`src/rtl/packet_reader_if.sv`:
```
// Memory read port and output stream of the packet reader, bundled as one interface.
// master = the reader; slave = the memory model plus the stream sink.
interface packet_reader_if #(
  parameter int unsigned ADDR_WIDTH = 10,
  parameter int unsigned PORT_WIDTH = 32
) ();

  logic                  rd_en;
  logic [ADDR_WIDTH-1:0] rd_addr;
  logic [PORT_WIDTH-1:0] rd_data;

  logic [PORT_WIDTH-1:0] m_data;
  logic                  m_valid;
  logic                  m_last;
  logic                  m_ready;

  modport master (
    output rd_en,
    output rd_addr,
    input  rd_data,
    output m_data,
    output m_valid,
    output m_last,
    input  m_ready
  );

  modport slave (
    input  rd_en,
    input  rd_addr,
    output rd_data,
    input  m_data,
    input  m_valid,
    input  m_last,
    output m_ready
  );

endinterface

```
`src/rtl/packet_reader.sv`:
```
// Reads len words from a one-cycle-latency memory at addresses 0..len-1 and streams them out
// through a registered 2-entry buffer, with m_last on the final word and a done pulse.
module packet_reader #(
  parameter int unsigned ADDR_WIDTH = 10,
  parameter int unsigned PORT_WIDTH = 32
) (
  input  logic                  clk,
  input  logic                  rst,
  input  logic                  start,
  input  logic [ADDR_WIDTH:0]   len,
  output logic                  busy,
  output logic                  done,
  packet_reader_if.master       bus
);

  typedef enum logic [1:0] {StIdle, StRead, StDrain} state_e;

  state_e                state_q, state_d;
  logic [ADDR_WIDTH:0]   rem_q, rem_d;
  logic [ADDR_WIDTH-1:0] addr_q, addr_d;
  logic                  done_q, done_d;

  // Read issued last cycle; its data is on rd_data this cycle.
  logic                  infl_q, infl_last_q;

  logic                  head_valid_q, head_valid_d;
  logic                  head_last_q, head_last_d;
  logic [PORT_WIDTH-1:0] head_data_q, head_data_d;
  logic                  skid_valid_q, skid_valid_d;
  logic                  skid_last_q, skid_last_d;
  logic [PORT_WIDTH-1:0] skid_data_q, skid_data_d;

  logic                  pop;
  logic                  push;
  logic                  rd_en;
  logic                  issue_last;
  logic [1:0]            occ;
  logic [2:0]            level;

  // Occupancy plus in-flight minus pop must stay below 2 for a new read to fit.
  always_comb begin
    pop        = head_valid_q & bus.m_ready;
    push       = infl_q;
    occ        = {1'b0, head_valid_q} + {1'b0, skid_valid_q};
    level      = {1'b0, occ} + {2'b0, infl_q};
    issue_last = (rem_q == (ADDR_WIDTH+1)'(1));
    rd_en      = (state_q == StRead) && (rem_q != '0) && (level < (3'd2 + {2'b0, pop}));
  end

  always_comb begin
    state_d = state_q;
    rem_d   = rem_q;
    addr_d  = addr_q;
    done_d  = 1'b0;
    case (state_q)
      StIdle: begin
        if (start) begin
          if (len == '0) begin
            done_d = 1'b1;
          end else begin
            state_d = StRead;
            rem_d   = len;
            addr_d  = '0;
          end
        end
      end
      StRead: begin
        if (rd_en) begin
          rem_d = rem_q - (ADDR_WIDTH+1)'(1);
          // Hold the final address so a full-depth packet never wraps to 0.
          if (issue_last) begin
            state_d = StDrain;
          end else begin
            addr_d = addr_q + ADDR_WIDTH'(1);
          end
        end
      end
      StDrain: begin
        if (pop && head_last_q) begin
          state_d = StIdle;
          done_d  = 1'b1;
        end
      end
      default: state_d = StIdle;
    endcase
  end

  always_comb begin
    head_valid_d = head_valid_q;
    head_last_d  = head_last_q;
    head_data_d  = head_data_q;
    skid_valid_d = skid_valid_q;
    skid_last_d  = skid_last_q;
    skid_data_d  = skid_data_q;
    if (pop) begin
      if (skid_valid_q) begin
        head_valid_d = 1'b1;
        head_last_d  = skid_last_q;
        head_data_d  = skid_data_q;
        skid_valid_d = push;
        skid_last_d  = push & infl_last_q;
        if (push) begin
          skid_data_d = bus.rd_data;
        end
      end else begin
        head_valid_d = push;
        head_last_d  = push & infl_last_q;
        if (push) begin
          head_data_d = bus.rd_data;
        end
      end
    end else if (push) begin
      if (!head_valid_q) begin
        head_valid_d = 1'b1;
        head_last_d  = infl_last_q;
        head_data_d  = bus.rd_data;
      end else begin
        skid_valid_d = 1'b1;
        skid_last_d  = infl_last_q;
        skid_data_d  = bus.rd_data;
      end
    end
  end

  always_ff @(posedge clk) begin
    if (rst) begin
      state_q      <= StIdle;
      rem_q        <= '0;
      addr_q       <= '0;
      done_q       <= 1'b0;
      infl_q       <= 1'b0;
      infl_last_q  <= 1'b0;
      head_valid_q <= 1'b0;
      head_last_q  <= 1'b0;
      head_data_q  <= '0;
      skid_valid_q <= 1'b0;
      skid_last_q  <= 1'b0;
      skid_data_q  <= '0;
    end else begin
      state_q      <= state_d;
      rem_q        <= rem_d;
      addr_q       <= addr_d;
      done_q       <= done_d;
      infl_q       <= rd_en;
      infl_last_q  <= rd_en & issue_last;
      head_valid_q <= head_valid_d;
      head_last_q  <= head_last_d;
      head_data_q  <= head_data_d;
      skid_valid_q <= skid_valid_d;
      skid_last_q  <= skid_last_d;
      skid_data_q  <= skid_data_d;
    end
  end

  always_comb begin
    busy        = (state_q != StIdle);
    done        = done_q;
    bus.rd_en   = rd_en;
    bus.rd_addr = addr_q;
    bus.m_data  = head_data_q;
    bus.m_valid = head_valid_q;
    bus.m_last  = head_last_q;
  end

endmodule

```
`src/flat_wrapper.sv`:
```
// flat-port wrapper written by rule: the top's interface ports become plain ports
module packet_reader_flat 
#(
  parameter int unsigned ADDR_WIDTH = 10,
  parameter int unsigned PORT_WIDTH = 32
)
  (clk, rst, start, len, busy, done, bus_rd_en, bus_rd_addr, bus_rd_data, bus_m_data, bus_m_valid, bus_m_last, bus_m_ready);
  packet_reader_if #(.ADDR_WIDTH(ADDR_WIDTH), .PORT_WIDTH(PORT_WIDTH)) bus_i ();
  input  logic clk;
  input  logic rst;
  input  logic start;
  input  logic [ADDR_WIDTH:0] len;
  output logic busy;
  output logic done;
  output wire logic [$bits(bus_i.rd_en)-1:0] bus_rd_en;
  output wire logic [$bits(bus_i.rd_addr)-1:0] bus_rd_addr;
  input wire logic [$bits(bus_i.rd_data)-1:0] bus_rd_data;
  output wire logic [$bits(bus_i.m_data)-1:0] bus_m_data;
  output wire logic [$bits(bus_i.m_valid)-1:0] bus_m_valid;
  output wire logic [$bits(bus_i.m_last)-1:0] bus_m_last;
  input wire logic [$bits(bus_i.m_ready)-1:0] bus_m_ready;
  assign bus_rd_en = bus_i.rd_en;
  assign bus_rd_addr = bus_i.rd_addr;
  assign bus_i.rd_data = bus_rd_data;
  assign bus_m_data = bus_i.m_data;
  assign bus_m_valid = bus_i.m_valid;
  assign bus_m_last = bus_i.m_last;
  assign bus_i.m_ready = bus_m_ready;
  packet_reader #(.ADDR_WIDTH(ADDR_WIDTH), .PORT_WIDTH(PORT_WIDTH)) u_core (.clk(clk), .rst(rst), .start(start), .len(len), .busy(busy), .done(done), .bus(bus_i));
endmodule
```
`config.mk`:
```
export PLATFORM = sky130hd
export DESIGN_NAME = packet_reader_flat
export DESIGN_NICKNAME = d
export VERILOG_FILES = /design/src/rtl/packet_reader_if.sv /design/src/rtl/packet_reader.sv /design/src/flat_wrapper.sv
export SDC_FILE = /design/constraint.sdc
export NUM_CORES = 1
export LEC_CHECK = 0
export CAP_MARGIN = 20
export CORE_MARGIN = 5
export CORE_UTILIZATION = 51
export DETAILED_ROUTE_END_ITERATION = 16
export GPL_TIMING_DRIVEN = 1
export PLACE_DENSITY = 0.8
export SLEW_MARGIN = 20
export SYNTH_ARGS = -nofsm -noshare
export SYNTH_HDL_FRONTEND = slang
export SYNTH_SLANG_ARGS = --single-unit
```
`constraint.sdc`:
```
create_clock -name clk -period 2.47 [get_ports clk]
set_input_delay 0.3705 -clock clk [delete_from_list [all_inputs] [get_ports clk]]
set_output_delay 0.3705 -clock clk [all_outputs]
set_load 0.02 [all_outputs]
```
# Word-level counts from Yosys, hierarchy flattened
# Index checks and enable logic that the tools add are counted.
word_totals:
  register_bits: 94
  mem_bits_ro: 0
  latchBits: 0
  mem_count: 0
  ram_bits: 0
classes:
  n_eq_ne: 12
  multipliers: 0
  shifts: 0
  order_cmp: 1
  n_addsub: 5
  mux: 43
  div_mod_pow: 0
  bitwise: 3
  reduce_logical: 19
ops:
  columns: ["cell", "n"]
  rows:
  - ["two-way mux 32 bit", 9]
  - ["two-way mux 10 bit", 4]
  - ["two-way mux 11 bit", 3]
  - ["case mux 11 bit (2 select lines)", 1]
  - ["case mux 10 bit (2 select lines)", 1]
  - ["two-way mux 1 bit", 18]
  - ["== test 11 x 1 -> 1 bit, second input constant", 1]
  - ["logical NOT 11 bit", 1]
  - ["nonzero test 11 bit", 1]
  - ["subtractor 11 x 1 -> 11 bit, second input constant", 1]
  - ["adder 10 x 1 -> 10 bit, second input constant", 1]
  - ["two-way mux 2 bit", 5]
  - ["!= test 2 x 1 -> 1 bit, second input constant", 5]
  - ["AND reduction 5 bit", 2]
  - ["nonzero test 2 bit", 5]
  - ["!= test 2 bit, second input constant", 4]
  - ["AND reduction 4 bit", 2]
  - ["case mux 2 bit (3 select lines)", 1]
  - ["AND reduction 3 bit", 2]
  - ["AND reduction 2 bit", 2]
  - ["adder 2 x 1 -> 3 bit", 1]
  - ["adder 2 x 1 -> 3 bit, first input constant", 1]
  - ["AND 1 bit", 3]
  - ["logical AND 1 bit", 3]
  - ["6 further kinds", 6]

# Depth between registers and ports, before layout
depth:
  depth_word: 6
  ltp_mapped: 7

# Worst setup path after synthesis
# No wires, ideal clock.
synth_path:
  kind: "flip-flop to flip-flop"
  start: "register u_core.head_valid_q (netlist: u_core.bus.m_valid)"
  end: "register u_core.addr_q[6] (netlist: u_core.bus.rd_addr[6])"
  arrival_time_ns: 1.883
  t_required_ns: 2.408
  path_slack_ns: 0.525
  stages_incl_launch_ff: 6
  cell_sequence: "dfxtp_1 -> fa_1 -> o21ai_4 -> nand4_1 -> or4_1 -> nand3_1"
synth_via:
  elab_chain_len: 6
synth_lines:
  columns: ["item", "line", "rtl"]
  rows:
  - ["start, declared", "packet_reader.sv:26", "logic head_valid_q, head_valid_d;"]
  - ["start signal, assigned", "packet_reader.sv:146", "head_valid_q <= head_valid_d;"]
  - ["adder 1 x 1 -> 2 bit / AND 1 bit (equally long branches)", "packet_reader.sv:44, packet_reader.sv:42", null]
  - ["adder 2 x 1 -> 3 bit, on equally long branches", "packet_reader.sv:45, packet_reader.sv:47", null]
  - ["< comparator 3 bit (*)", "packet_reader.sv:47", "rd_en = (state_q == StRead) && (rem_q != '0) && (level < (3'd2 + {2'b0, pop}));"]
  - ["logical AND 1 bit (*)", "packet_reader.sv:47", null]
  - ["!= test 2 x 1 -> 1 bit (no source line) (*)", null, null]
  - ["AND reduction 5 bit (no source line) (*)", null, null]
  - ["end signal, assigned", "packet_reader.sv:142", "addr_q <= addr_d;"]
  - ["end, declared", "packet_reader.sv:20", "logic [ADDR_WIDTH-1:0] addr_q, addr_d;"]
# Mark *: on every way between the ends. The rest lies on a longest branch, timed or not.
# A chain may end at the register's enable or synchronous reset.

# Worst setup path in the final report
layout_path:
  start: "register u_core.skid_valid_q"
  end: "output bus_rd_en"
layout_via:
  elab_chain_len: 4
layout_lines:
  columns: ["item", "line", "rtl"]
  rows:
  - ["start, declared", "packet_reader.sv:29", "logic skid_valid_q, skid_valid_d;"]
  - ["start signal, assigned", "packet_reader.sv:149", "skid_valid_q <= skid_valid_d;"]
  - ["adder 1 x 1 -> 2 bit", "packet_reader.sv:44", "occ = {1'b0, head_valid_q} + {1'b0, skid_valid_q};"]
  - ["adder 2 x 1 -> 3 bit", "packet_reader.sv:45", "level = {1'b0, occ} + {2'b0, infl_q};"]
  - ["< comparator 3 bit", "packet_reader.sv:47", null]
  - ["logical AND 1 bit", "packet_reader.sv:47", null]
  - ["end, declared", "flat_wrapper.sv:15", "output wire logic [$bits(bus_i.rd_en)-1:0] bus_rd_en;"]
# Every way passes these cells.

==> impl_metrics.yaml <==
detailed_routing:
  vias_after_detailed_routing: 4033
  routed_length_per_instance_um: 16.3
  drt_iter0_drc: 192
  postRouteWirelength_um: 11400
  dr.pass1.iters: 4
  detail-route-antenna-nets: 0
  detail_route.vias_per_cell: 5.75
  route.detailed.drc: 0
critical_path:
  critPathMaxFanout: 8
  rrSetupSlack_ns: 0.28
  critPathKind: "register to primary output"
  number_of_buffers_and_inverters_on_the_critical_path: 1
  cp_max_stage_delay_ns: 0.49
  rr_endpoint: "u_core.rem_q[2]"
  regToRegStartpoint: "u_core.skid_valid_q"
  worst_r2r_path_depth: 6
  worstPathRequired_ns: 2.10
  setup.worst_path.start_class: "register"
  cpMaxStageDelayCell: "sky130_fd_sc_hd__fa_1"
  worst_path_dominant_cell_family: "adder cells"
  worst_setup_path_end_kind: "primary output"
  timing.critical_path.arrival_ns: 1.97
  cp_cell_sequence: "fa_1 > o21ai_4 > and3_2 > dlygate4sd2_1"
clock_tree:
  clock_tree_from_tritoncts: "built"
  ctsRootBufferMaster: "sky130_fd_sc_hd__clkbuf_8"
  cts.htree.levels: 3
  clock_tree.buffer_depth: 2
  numClockSinks: 94
  postCtsSetupBuffers: 0
  cts_buffer_count: 9
  clkSlewWorstSetupHoldPaths_ns: 0.09
  clock_insertion_delay_worst_skew_ns: 0.36
  cts_hold_buffers: 0
floorplan:
  start_util_pct: 52.7
  dieHeight_um: 102
  rows: 33
  floorplan.die.width_um: 102
  total_die_area_um2: 10500
  io_pins: 94
  core_um2: 8260
placement:
  numPortBuffers: 93
  dpl.hpwl_um: 8000
  routabilityCongestion: 0.941
global_route:
  grt_pass1_wl_um: 18300
  grt_remaining_overflow: 0
  grt_antenna_before_repair: 0
  pin_count_of_the_biggest_net_entering_global_routing: 65
  grt_pass1_vias: 3884
  overall_track_demand_over_capacity_in_global_routing_pct: 21.7
cells_and_area:
  layout-area-overhead-vs-synth_pct: 30.1
  drive_gt1_share_pct: 10.2
  final.fill_count: 702
  nNetsFinal: 643
  antenna-diode-count: 0
power:
  comb_power_share_pct: 24.1
  power.share.sequential_pct: 44.1
  power-per-cell-area_nw_per_um2: 686
  power.share.switching_pct: 30.0
  internal_power_uw: 2720
  clock_power_share_pct: 31.8
  ir_worst_vdd_uv: 355
  total_power_uw: 3890
  p_sw_uw: 1170
  power.leakage_uw: 0.00217
sta:
  fmax_mhz: 428
  drv_slew: 0
  timing.final.setup_violations: 0
  setup_tns_ns: 0
  timing.final.crit_share_pct: 94.7
  worst_clock_skew_ns: 0.0119
  timing_worst_slew_pin_value_ns: 0.609
  slew_headroom_pct: 59.4
  finalCriticalPeriod_ns: 2.34
  hold_viol_final: 0
  setup_repair_after_global_routing_missed_its_margin: "no"
run_status:
  status: "finished, final reports clean"
hold_path:
  hold_path_end: "u_core.skid_data_q[7]"
  min-delay-path-class: "register to register"
  hold_depth: 2
  hold_path_startpoint: "u_core.skid_data_q[7]"
job:
  cap_violations: 0
yosys:
  synth-async-reset-ratio_pct: 0
  synth_top_area_share_pct: 43.2
  ys_warn_count: 0
  ys.flop_type: "sky130_fd_sc_hd__dfxtp_1"
  postSynthNetCount: 558
  synthesis.instances: 506
  netlist_top_cells_count: "sky130_fd_sc_hd__dfxtp_1, sky130_fd_sc_hd__nand2_1, sky130_fd_sc_hd__a21oi_1"
  synthMostInstantiatedCell: "sky130_fd_sc_hd__dfxtp_1"
  sequential_cell_area_fraction_in_the_yosys_report_pct: 43.2
  synth_edf_count: 0
  yosys_register_bits: 94
  synthesis.area_per_instance_um2: 8.61
  yosys.cell_types.count: 64
  synth_area_um2: 4360
  netlist_top_cells_area: "sky130_fd_sc_hd__dfxtp_1, sky130_fd_sc_hd__mux2i_1, sky130_fd_sc_hd__nand2_1"
  synthDominantAreaCellType: "sky130_fd_sc_hd__dfxtp_1"
-- metrics by stage --
step	utilization [%]	worst slack, ns	std cells	hold slack, ns	instance area (um^2)
finish	68.6	0.132	701	0.457	5670
global route	68.6	0.0329	701	0.468	5670
CTS	68.6	0.116	701	0.438	5670
detailed placement	65.7	0.128	685	0.446	5420
global placement	65.7	0.194	685	0.441	5420
floorplan	-	0.525	506	0.436	4360
-- repair_timing --
action / 4_1_cts / 5_1_grt
endpoints found under the setup margin: 1 / 0
endpoints found under the hold margin: 0 / 0
gates resized for setup: 3 / 0
-- routing by layer --
metal / part of all wire (%) / vias up / GRT usage, %
li1: - / 1997 / -
met1: 43 / 1899 / 26.4
met2: 49 / 123 / 36.7
met3: 6.7 / 14 / 5.67
met4: 1.4 / 0 / 8.38
met5: 0 / - / 0
-- power groups by stage --
| stage | registers, uW | logic [uW] | clock network, uW |
|---|---|---|---|
| global route | 1730 | 1010 | 1320 |
| CTS | 1710 | 934 | 1250 |
| finish | 1720 | 935 | 1240 |
| global placement | 1740 | 904 | 0 |
| detailed placement | 1750 | 930 | 0 |
| floorplan | 1810 | 490 | 0 |
-- area by class of cell --
cell class | count | area (um^2) | share of cell area [%]
Tap cell | 105 | 131 | 2.32
Inverter | 10 | 37.5 | 0.662
Clock inverter | 6 | 116 | 2.05
Multi-Input combinational cell | 368 | 2300 | 40.5
Timing Repair Buffer | 108 | 1070 | 19.0
Sequential cell | 94 | 1880 | 33.2
Clock buffer | 10 | 128 | 2.25
-- cells in the final DEF, fill, tap and decap left out, types with 8 or more instances in the layout --
cell                              netlist  layout
sky130_fd_sc_hd__nand4_1                8       8
sky130_fd_sc_hd__nand2_1               75      75
sky130_fd_sc_hd__clkdlybuf4s50_1        0      91
sky130_fd_sc_hd__nand3_1               10       9
sky130_fd_sc_hd__buf_4                  0      12
sky130_fd_sc_hd__nor2_1                53      52
sky130_fd_sc_hd__a211oi_1              35      35
sky130_fd_sc_hd__mux2i_1               32      32
sky130_fd_sc_hd__o21ai_0                8       8
sky130_fd_sc_hd__dfxtp_1               94      92
sky130_fd_sc_hd__inv_1                 10      10
sky130_fd_sc_hd__clkbuf_8               0       9
sky130_fd_sc_hd__a21oi_1               54      53
-- state kept, by name, indices dropped and copies added, names as in the netlist --
name	cells
u_core.done	1
u_core.skid_data_q	32
u_core.bus.m_valid	1
u_core.bus.m_last	1
u_core.state_q	2
u_core.infl_q	1
u_core.skid_valid_q	1
u_core.skid_last_q	1
u_core.rem_q	11
u_core.bus.rd_addr	10
u_core.bus.m_data	32
u_core.infl_last_q	1
-- worst max path at each step --
stage | start | endpoint | slack [ns] | cells after the start
floorplan | u_core.bus.m_valid | u_core.bus.rd_addr[6] | 0.52 | 5
global placement | bus_m_ready | bus_rd_en | 0.19 | 5
detailed placement | u_core.skid_valid_q | bus_rd_en | 0.13 | 4
CTS | u_core.skid_valid_q | bus_rd_en | 0.12 | 4
global route | u_core.infl_q | bus_rd_en | 0.03 | 4
finish | u_core.skid_valid_q | bus_rd_en | 0.13 | 4
-- kinds of logic (layout without fill, tap and decap cells) --
group                    count (synthesis)  in the layout  share of synthesized area, %
adder cells (fa/ha/maj)                  5              5                          1.61
XOR/XNOR                                 1              1                         0.201
buffers and inverters                   44            134                          4.51
multiplexers                            33             33                          7.61
AO/OA/AOI/OAI                          139            139                          21.8
AND/OR/NAND/NOR                        190            190                          21.1
flip-flops                              94             94                          43.2
-- worst min-delay path: cells and delay by family, from the launching register on --
| family | cells | cell delay, ns |
|---|---|---|
| flops | 1 | 0.31 |
| simple gates | 1 | 0.05 |
| compound gates | 1 | 0.05 |
(Power assumes the default switching activity.)
